<file path="src/rtl/ps2_pkg.sv">
// Shared PS/2 set-2 byte constants, scan FSM states and default arrow-key codes.
package ps2_pkg;

   localparam logic [7:0] PS2_EXT        = 8'hE0;
   localparam logic [7:0] PS2_BRK        = 8'hF0;
   localparam logic [7:0] PS2_PAUSE      = 8'hE1;
   localparam logic [7:0] PS2_BAT        = 8'hAA;
   localparam logic [7:0] PS2_ACK        = 8'hFA;
   localparam logic [7:0] PS2_RESEND     = 8'hFE;
   localparam logic [7:0] PS2_ECHO       = 8'hEE;
   localparam logic [7:0] PS2_ERR0       = 8'h00;
   localparam logic [7:0] PS2_ERR1       = 8'hFF;
   localparam logic [7:0] PS2_FAKE_SHIFT = 8'h12;

   // Bytes following E1 that belong to the Pause make sequence
   localparam logic [2:0] PAUSE_SKIP = 3'd7;

   typedef enum logic [2:0] {
      ST_IDLE,
      ST_EXT,
      ST_BRK,
      ST_EXT_BRK,
      ST_SKIP
   } scan_state_t;

   // {ext, code} for the arrow keys
   localparam logic [8:0] KEY_UP    = 9'h175;
   localparam logic [8:0] KEY_DOWN  = 9'h172;
   localparam logic [8:0] KEY_LEFT  = 9'h16B;
   localparam logic [8:0] KEY_RIGHT = 9'h174;

endpackage

</file>
<file path="src/rtl/ps2_scan_fsm.sv">
// Prefix decoder for the PS/2 byte stream: folds E0/F0/E1 prefixes into
// complete make/break codes, with a prefix timeout and Pause-sequence skipping.
module ps2_scan_fsm
   import ps2_pkg::*;
#(
   parameter int TIMEOUT_CYCLES = 2_000_000
) (
   input  logic       clk,
   input  logic       reset,
   input  logic [7:0] rx_data,
   input  logic       rx_valid,
   output logic       code_valid,
   output logic [8:0] code,
   output logic       is_break,
   output logic       flush
);

   localparam int TW = (TIMEOUT_CYCLES > 2) ? $clog2(TIMEOUT_CYCLES) : 1;
   localparam logic [TW-1:0] TMO_MAX = TW'(TIMEOUT_CYCLES - 1);

   scan_state_t   state, state_eff, state_next;
   logic [TW-1:0] tmo_cnt, tmo_next;
   logic [2:0]    skip_cnt, skip_next;
   logic          code_valid_next, is_break_next, flush_next;
   logic [8:0]    code_next;

   always_ff @(posedge clk or negedge reset) begin
      if (!reset) begin
         state      <= ST_IDLE;
         tmo_cnt    <= '0;
         skip_cnt   <= '0;
         code_valid <= 1'b0;
         code       <= '0;
         is_break   <= 1'b0;
         flush      <= 1'b0;
      end else begin
         state      <= state_next;
         tmo_cnt    <= tmo_next;
         skip_cnt   <= skip_next;
         code_valid <= code_valid_next;
         code       <= code_next;
         is_break   <= is_break_next;
         flush      <= flush_next;
      end
   end

   // A timed-out prefix is dropped and a byte arriving in that same cycle is
   // decoded as if the FSM were already idle.
   always_comb begin
      state_eff       = (state != ST_IDLE && tmo_cnt == TMO_MAX) ? ST_IDLE : state;
      state_next      = state_eff;
      skip_next       = skip_cnt;
      code_valid_next = 1'b0;
      code_next       = code;
      is_break_next   = is_break;
      flush_next      = 1'b0;

      if (rx_valid) begin
         unique case (state_eff)
            ST_IDLE: begin
               case (rx_data)
                  PS2_EXT:   state_next = ST_EXT;
                  PS2_BRK:   state_next = ST_BRK;
                  PS2_PAUSE: begin
                     state_next = ST_SKIP;
                     skip_next  = PAUSE_SKIP;
                  end
                  PS2_BAT, PS2_ERR0, PS2_ERR1: flush_next = 1'b1;
                  PS2_ACK, PS2_RESEND, PS2_ECHO: ;
                  default: begin
                     code_valid_next = 1'b1;
                     code_next       = {1'b0, rx_data};
                     is_break_next   = 1'b0;
                  end
               endcase
            end
            ST_EXT: begin
               if (rx_data == PS2_BRK) begin
                  state_next = ST_EXT_BRK;
               end else if (rx_data != PS2_FAKE_SHIFT && rx_data != PS2_EXT) begin
                  state_next      = ST_IDLE;
                  code_valid_next = 1'b1;
                  code_next       = {1'b1, rx_data};
                  is_break_next   = 1'b0;
               end
            end
            ST_BRK: begin
               state_next      = ST_IDLE;
               code_valid_next = 1'b1;
               code_next       = {1'b0, rx_data};
               is_break_next   = 1'b1;
            end
            ST_EXT_BRK: begin
               state_next = ST_IDLE;
               if (rx_data != PS2_FAKE_SHIFT) begin
                  code_valid_next = 1'b1;
                  code_next       = {1'b1, rx_data};
                  is_break_next   = 1'b1;
               end
            end
            ST_SKIP: begin
               skip_next = skip_cnt - 3'd1;
               if (skip_cnt <= 3'd1) state_next = ST_IDLE;
            end
            default: state_next = ST_IDLE;
         endcase
      end

      tmo_next = (rx_valid || state_next == ST_IDLE) ? '0 : tmo_cnt + 1'b1;
   end

endmodule

</file>
<file path="src/rtl/ps2_key_matrix.sv">
// PS/2 set-2 key matrix: tracks held/press/release state for a programmable
// set of keys on top of the prefix decoder.
module ps2_key_matrix
   import ps2_pkg::*;
#(
   parameter int                    NUM_KEYS       = 4,
   parameter logic [NUM_KEYS*9-1:0] KEY_CODES      = {KEY_RIGHT, KEY_LEFT, KEY_DOWN, KEY_UP},
   parameter int                    TIMEOUT_CYCLES = 2_000_000
) (
   input  logic                clk,
   input  logic                reset,
   input  logic [7:0]          rx_data,
   input  logic                rx_valid,
   input  logic                clear,
   output logic [NUM_KEYS-1:0] key_held,
   output logic [NUM_KEYS-1:0] key_press,
   output logic [NUM_KEYS-1:0] key_release,
   output logic                any_held,
   output logic [8:0]          last_code,
   output logic                last_break,
   output logic                code_strobe
);

   logic                fsm_valid, fsm_break, fsm_flush;
   logic [8:0]          fsm_code;
   logic [NUM_KEYS-1:0] held_next, press_next, release_next;

   ps2_scan_fsm #(
      .TIMEOUT_CYCLES(TIMEOUT_CYCLES)
   ) u_scan (
      .clk       (clk),
      .reset     (reset),
      .rx_data   (rx_data),
      .rx_valid  (rx_valid),
      .code_valid(fsm_valid),
      .code      (fsm_code),
      .is_break  (fsm_break),
      .flush     (fsm_flush)
   );

   // Bulk clears drop held keys silently; a make in the same cycle still
   // lands on its slot and counts as a fresh press.
   always_comb begin
      held_next    = key_held;
      press_next   = '0;
      release_next = '0;
      if (clear || fsm_flush) held_next = '0;
      for (int i = 0; i < NUM_KEYS; i++) begin
         if (fsm_valid && fsm_code == KEY_CODES[i*9 +: 9]) begin
            if (!fsm_break) begin
               held_next[i]  = 1'b1;
               press_next[i] = !key_held[i] || clear;
            end else begin
               held_next[i]    = 1'b0;
               release_next[i] = key_held[i];
            end
         end
      end
   end

   always_ff @(posedge clk or negedge reset) begin
      if (!reset) begin
         key_held    <= '0;
         key_press   <= '0;
         key_release <= '0;
         any_held    <= 1'b0;
         last_code   <= '0;
         last_break  <= 1'b0;
         code_strobe <= 1'b0;
      end else begin
         key_held    <= held_next;
         key_press   <= press_next;
         key_release <= release_next;
         any_held    <= |held_next;
         code_strobe <= fsm_valid;
         if (fsm_valid) begin
            last_code  <= fsm_code;
            last_break <= fsm_break;
         end
      end
   end

endmodule

</file>
<file path="config.mk">
export PLATFORM = sky130hd
export DESIGN_NAME = ps2_key_matrix
export DESIGN_NICKNAME = d
export VERILOG_FILES = /design/src/rtl/ps2_pkg.sv /design/src/rtl/ps2_scan_fsm.sv /design/src/rtl/ps2_key_matrix.sv
export SDC_FILE = /design/constraint.sdc
export NUM_CORES = 1
export LEC_CHECK = 0
export BUFFER_PORTS_ARGS = -buffer_cell sky130_fd_sc_hd__buf_2
export CELL_PAD_IN_SITES_DETAIL_PLACEMENT = 1
export CELL_PAD_IN_SITES_GLOBAL_PLACEMENT = 2
export CORE_ASPECT_RATIO = 0.6
export CORE_UTILIZATION = 36
export CTS_BUF_LIST = sky130_fd_sc_hd__clkbuf_8
export CTS_CLUSTER_SIZE = 8
export DETAILED_ROUTE_END_ITERATION = 8
export PLACE_DENSITY_LB_ADDON = 0.12
export SYNTH_ARGS = -nofsm -noshare
export SYNTH_HDL_FRONTEND = slang
export SYNTH_SLANG_ARGS = --single-unit
</file>
<file path="constraint.sdc">
create_clock -name clk -period 2.35 [get_ports clk]
set_clock_uncertainty 0.15 [all_clocks]
set_input_delay 0.1175 -clock clk [delete_from_list [all_inputs] [get_ports clk]]
set_output_delay 0.1175 -clock clk [all_outputs]
set_load 0.02 [all_outputs]
</file>
# Yosys cells after proc, flatten, opt, wreduce, memory -nomap -nowiden
# Cells that the tools add are included.
classes:
  n_addsub: 2
  order_cmp: 1
  eq_ne: 24
  muxes: 51
  n_reduce_logical: 27
ops:
  columns: ["operator", "n"]
  rows:
  - ["$eq A8 B8 Y1 const B", 8]
  - ["$eq A9 B9 Y1 const B", 4]
  - ["$mux W9", 4]
  - ["$pmux W9 S4", 1]
  - ["$mux W1", 33]
  - ["$add A21 B1 Y21 const B", 1]
  - ["$eq A21 B21 Y1 const B", 1]
  - ["$mux W21", 1]
  - ["$mux W3", 6]
  - ["$pmux W3 S3", 2]
  - ["$reduce_or A9 Y1", 1]
  - ["$logic_not A8 Y1", 1]
  - ["$ne A8 B5 Y1 const B", 1]
  - ["$ne A8 B8 Y1 const B", 1]
  - ["$pmux W1 S4", 2]
  - ["$eq A3 B2 Y1 const B", 2]
  - ["$logic_and A1 B1 Y1", 6]
  - ["$logic_not A3 Y1", 2]
  - ["$logic_or A1 B1 Y1", 6]
  - ["$ne A2 B2 Y1 const B", 3]
  - ["$pmux W3 S2", 1]
  - ["$reduce_and A6 Y1", 1]
  - ["$logic_not A1 Y1", 4]
  - ["$mux W4", 1]
  - ["11 further kinds", 12]
word_totals:
  reg_bits: 63
  out_inout_bits: 24
  word_cells: 119

# Depth between registers and ports, before layout
logic_depth:
  ltp_word: 10
  ltp_mapped: 9
  depth_no_buf: 7

# Hierarchy
# Synthesis repeated with hierarchy kept, for this count alone.
unflattened:
  hier_cells: 274
  hier_area_um2: 3034.2
modules_own_cells:
  columns: ["mod", "n_inst", "cells_each", "area_each_um2", "seq_area_each_um2"]
  rows:
  - ["ps2_scan_fsm", 1, 204, 2054.5, 975.9]
  - ["ps2_key_matrix", 1, 70, 979.7, 600.6]

# Worst setup path after synthesis
# No wires, ideal clock.
synth_timing:
  path_kind: "register to register"
  start: "reg u_scan.tmo_cnt[0]"
  end: "reg u_scan.tmo_cnt[10]"
  setup_time_ps: 145
  arrival_time_ps: 2231
  slack_ps: -176
  stages_incl_launch_ff: 10
  n_path_buf: 2
  path_cell_list: "dfrtp_1 -> ha_1 -> and2_1 -> and4_4 -> and2_4 -> buf_6 -> or3_4 -> a311oi_2 -> buf_6 -> nor3_2"
synth_via:
  elab_chain_cells: 10
synth_lines:
  columns: ["element", "line_no", "text"]
  rows:
  - ["start, declared", "ps2_scan_fsm.sv:22", "logic [TW-1:0] tmo_cnt, tmo_next;"]
  - ["start signal, assigned", "ps2_scan_fsm.sv:38", "tmo_cnt <= tmo_next;"]
  - ["$eq A21 B21 Y1", "ps2_scan_fsm.sv:50", "state_eff = (state != ST_IDLE && tmo_cnt == TMO_MAX) ? ST_IDLE : state;"]
  - ["$logic_and A1 B1 Y1", "ps2_scan_fsm.sv:50", null]
  - ["$mux W3", "ps2_scan_fsm.sv:50", null]
  - ["$mux W3", "ps2_scan_fsm.sv:80", "end else if (rx_data != PS2_FAKE_SHIFT && rx_data != PS2_EXT) begin"]
  - ["$mux W3", "ps2_scan_fsm.sv:78", "if (rx_data == PS2_BRK) begin"]
  - ["$pmux W3 S3", "ps2_scan_fsm.sv:59", "unique case (state_eff)"]
  - ["$mux W3", "ps2_scan_fsm.sv:58", "if (rx_valid) begin"]
  - ["$logic_not A3 Y1", "ps2_scan_fsm.sv:109", "tmo_next = (rx_valid || state_next == ST_IDLE) ? '0 : tmo_cnt + 1'b1;"]
  - ["$logic_or A1 B1 Y1", "ps2_scan_fsm.sv:109", null]
  - ["$mux W21 *", "ps2_scan_fsm.sv:109", null]
  - ["via u_scan.tmo_next[10]", "ps2_scan_fsm.sv:22", null]
# The timed path passes the listed nets; every way through them passes the cells marked *.
# A chain may end at the register's enable or synchronous reset.

# Worst setup path in the final report
layout_timing:
  start: "reg u_scan.tmo_cnt[0]"
  end: "reg u_scan.tmo_cnt[3]"
# The elaborated chain is that of the path after synthesis.

==> qor.json <==
{
  "worstRegToRegCells": {"value": 9},
  "crit_required": {"value": 2430, "unit": "ps"},
  "grt_max_degree": {"value": 38},
  "dominant_combinational_cell_family_by_area_after_synthesis": {"value": "simple AND/OR/NAND/NOR gates"},
  "path_depth": {"value": 9},
  "gr-usage-all-layers": {"value": 20.2, "unit": "%"},
  "vias": {"value": 2442},
  "finalNetCount": {"value": 374},
  "worst_path_dominant_cell_family": {"value": "simple AND/OR/NAND/NOR gates"},
  "synthesis.area": {"value": 0.00313, "unit": "mm^2"},
  "wire_length_of_the_first_global_routing_pass": {"value": 13600, "unit": "um"},
  "synth_async_sr_flop_share": {"value": 100, "unit": "%"},
  "hpwl_reported_at_the_end_of_detailed_placement": {"value": 5780, "unit": "um"},
  "worstSetupPathType": {"value": "reg -> reg"},
  "synth.ff_latch_count": {"value": 63},
  "cts.htree.levels": {"value": 3},
  "worst_setup_path_end_kind": {"value": "flip-flop"},
  "crit_chain": {"value": "ha_2 > and2_4 > and4_4 > and2_4 > or3_4 > a311oi_4 > buf_4 > buf_12 > nor3_2"},
  "critPathCapture": {"value": "u_scan.tmo_cnt[3]"},
  "insertion_delay": {"value": 350, "unit": "ps"},
  "yosysUniqueCellTypes": {"value": 52},
  "min_period_over_period": {"value": 105, "unit": "%"},
  "timing.final.max_slew_violations": {"value": 0},
  "irDropWorstVdd": {"value": 0.000491, "unit": "V"},
  "dieHeight": {"value": 74.3, "unit": "um"},
  "numCtsBuffers": {"value": 9},
  "postPlaceCellArea": {"value": 0.00366, "unit": "mm^2"},
  "max_freq": {"value": 405, "unit": "MHz"},
  "cts_max_path_buffers": {"value": 2},
  "synth-adder-area-share": {"value": 0.798, "unit": "%"},
  "cts.clk_slew.worst_paths": {"value": 80, "unit": "ps"},
  "hold_crit_class": {"value": "in -> reg"},
  "report.final.hold_viol_count": {"value": 0},
  "finalSetupTns": {"value": -2220, "unit": "ps"},
  "routedWlPerCell": {"value": 17.3, "unit": "um"},
  "floorplan.die.width": {"value": 122, "unit": "um"},
  "drc": {"value": 0},
  "r2r_end": {"value": "u_scan.tmo_cnt[3]"},
  "numClockSinks": {"value": 63},
  "setup-violations-final": {"value": 21},
  "run_status": {"value": "finished, violations left"},
  "crit_path_max_fanout": {"value": 11},
  "final_design_area_no_fill": {"value": 0.00413, "unit": "mm^2"},
  "failed_checks": {"value": "negative setup slack"},
  "synth_nets": {"value": 291},
  "route.met2.wl": {"value": 3220, "unit": "um"},
  "yosys.area_share.xor_xnor": {"value": 5.03, "unit": "%"},
  "wl_met1": {"value": 4580, "unit": "um"},
  "number_of_enable_type_register_cells_in_the_synthesized_netlist": {"value": 0},
  "ff2ff_setup_slack": {"value": -120, "unit": "ps"},
  "io_pins": {"value": 36},
  "regToRegStartpoint": {"value": "u_scan.tmo_cnt[0]"},
  "route.final.wire_length": {"value": 8180, "unit": "um"},
  "synth-seq-area-share": {"value": 50.3, "unit": "%"},
  "arrival": {"value": 2540, "unit": "ps"},
  "timing.final.ws_setup": {"value": -117, "unit": "ps"},
  "cts_root_buf": {"value": "clkbuf_8"},
  "post-layout-total-power": {"value": 3.62, "unit": "mW"},
  "finish.utilization": {"value": 50.6, "unit": "%"},
  "first_pass_iters": {"value": 4},
  "critPathBufInv": {"value": 2},
  "muxShareOfSynthArea": {"value": 7.50, "unit": "%"},
  "floorplan.initialDensity": {"value": 38.4, "unit": "%"},
  "power_per_cell_area": {"value": 878, "unit": "mW/mm^2"},
  "timing.critical_path.from": {"value": "u_scan.tmo_cnt[0]"},
  "tritoncts": {"value": "done"},
  "critical-path-top-cell-by-count": {"value": "and2_4"},
  "highest_layer": {"value": "met4"},
  "yosysWarningCount": {"value": 0},
  "post_synth_and_or_nand_nor_area_fraction": {"value": 26.7, "unit": "%"},
  "critPathSlowestCell": {"value": "dfrtp_1"},
  "antenna_diode_instance_count": {"value": 0},
  "grt_setup_unrepaired": {"value": "yes"},
  "initialDrtViolationCount": {"value": 223},
  "post_route_cells_drive_above_1_share": {"value": 39.2, "unit": "%"},
  "route.detailed.vias_per_inst": {"value": 5.16},
  "place.gp.congestion": {"value": 0.802},
  "syn-mean-instance-area": {"value": 11.3, "unit": "um^2"},
  "timing_worst_slew_pin_value": {"value": 678, "unit": "ps"},
  "static-leakage-power": {"value": 1.83, "unit": "nW"},
  "cap_viol_max_count": {"value": 0},
  "slew_headroom": {"value": 54.8, "unit": "%"},
  "antenna_left": {"value": 0},
  "postSynthCellCount": {"value": 277},
  "core_region_area": {"value": 0.00816, "unit": "mm^2"},
  "critPathMaxStageDelay": {"value": 390, "unit": "ps"},
  "number_of_buffers_added_on_ports": {"value": 35},
  "wl_met3": {"value": 285, "unit": "um"},
  "vias_in_the_first_global_route": {"value": 2485},
  "row_count": {"value": 25},
  "dieArea": {"value": 0.00910, "unit": "mm^2"},
  "synth_compound_gate_area_share": {"value": 6.55, "unit": "%"},
  "nFillCells": {"value": 894},
  "synth-main-ff-cell": {"value": "dfrtp_1"},
  "period_minus_slack": {"value": 2470, "unit": "ps"},
  "grt_antenna_before_repair": {"value": 0},
  "overall_overflow_remaining_after_global_route": {"value": 0},
  "worstSetupStartpointType": {"value": "flip-flop"},
  "synthToLayoutAreaGrowth": {"value": 31.7, "unit": "%"}
}
-- registers in the layout, indices dropped and copies added (netlist names) --
| register | flops |
|---|---|
| last_break | 1 |
| key_press | 4 |
| u_scan.state | 3 |
| last_code | 9 |
| u_scan.flush | 1 |
| u_scan.tmo_cnt | 21 |
| u_scan.skip_cnt | 3 |
| u_scan.code | 9 |
| u_scan.code_valid | 1 |
| code_strobe | 1 |
| any_held | 1 |
| key_held | 4 |
| key_release | 4 |
| u_scan.is_break | 1 |
-- cell usage after synthesis (all sizes together), types with 5 or more instances --
library cell,n,share of area (%)
dfrtp,63,50
clkbuf,6,0.72
nor2b,5,1.0
o21ai,6,0.96
nor3,33,8.8
xnor2,7,2.0
inv,6,0.72
nor2,15,1.8
buf,6,1.7
and3,8,1.8
mux2,20,7.2
xor2,11,3.1
a21oi,5,0.80
nand3,14,2.2
nand2,19,2.3
-- logic make-up after synthesis --
logic type,after synthesis
XOR/XNOR,18
AND/OR/NAND/NOR,126
buffers and inverters,18
flip-flops,63
adder cells (fa/ha/maj),2
multiplexers,21
AO/OA/AOI/OAI,29
-- through the flow --
stage | instances | worst slack [ps] | hold slack, ps
2_1_floorplan | 277 | -41.2 | -328
3_3_place_gp | 442 | -25.2 | 40.5
3_5_place_dp | 442 | -52.0 | 45.2
4_1_cts | 471 | -35.3 | 8.61
5_1_grt | 473 | -172 | 14.7
6_report | 473 | -117 | 29.2
-- cell type report --
cell class | instances | area [um^2] | area share, %
flip-flops and latches | 63 | 1580 | 38.2
multi-input cells | 196 | 1540 | 37.3
repair buffers | 84 | 611 | 14.8
well taps | 108 | 135 | 3.27
clock buffers | 9 | 124 | 3.00
clock inverters | 7 | 120 | 2.91
inverters | 6 | 22.5 | 0.546
-- power breakdown --
| part | total, mW | switching [mW] | leakage (nW) | internal [mW] |
|---|---|---|---|---|
| clock | 1.17 | 0.459 | 0.120 | 0.708 |
| sequential | 1.41 | 0.134 | 0.828 | 1.28 |
| combinational | 1.05 | 0.550 | 0.882 | 0.496 |
-- layout by cell type (no fill, tap or decap), types with 5 or more instances in the layout --
cell,count
mux2_1,9
buf_2,35
clkbuf_8,9
nand3_1,14
inv_1,6
mux2_2,11
nor3_2,19
nor3_1,12
dlygate4sd3_1,9
and3_1,7
dfrtp_1,62
nor2b_1,5
o21ai_0,6
nand2_1,19
xnor2_1,7
xor2_1,11
buf_4,37
nor2_1,15
-- worst reg2reg max path, cell delays in order, from the launching register on --
cell	delay (ps)
dfrtp_1	390
ha_2	190
and2_4	140
and4_4	200
and2_4	180
or3_4	390
a311oi_4	320
buf_4	170
buf_12	150
nor3_2	60
-- timing repair --
item	CTS	global route
hold endpoints to repair	37	0
cloned	1	0
buffers inserted	3	2
hold buffers	9	0
pin swaps	7	5
gates resized for setup	5	6
endpoints found under the setup margin	30	31
-- how the worst min path moves through the flow --
stage	end	from	slack (ps)	cells past startpoint
after CTS	u_scan.code[3]	rx_data[3]	9	3
after detailed placement	u_scan.tmo_cnt[14]	reset	50	1
after global placement	u_scan.tmo_cnt[14]	reset	40	1
after global routing	u_scan.code[3]	rx_data[3]	10	3
after floorplan	any_held	reset	-330	0
final	u_scan.code[3]	rx_data[3]	30	3
-- routing by layer --
layer	GRT usage [%]	vias to the layer above
li1	-	1174
met1	31.2	1224
met2	26.9	36
met3	5.98	8
met4	4.88	0
met5	0	-
Power figures use the tool's default switching activity.
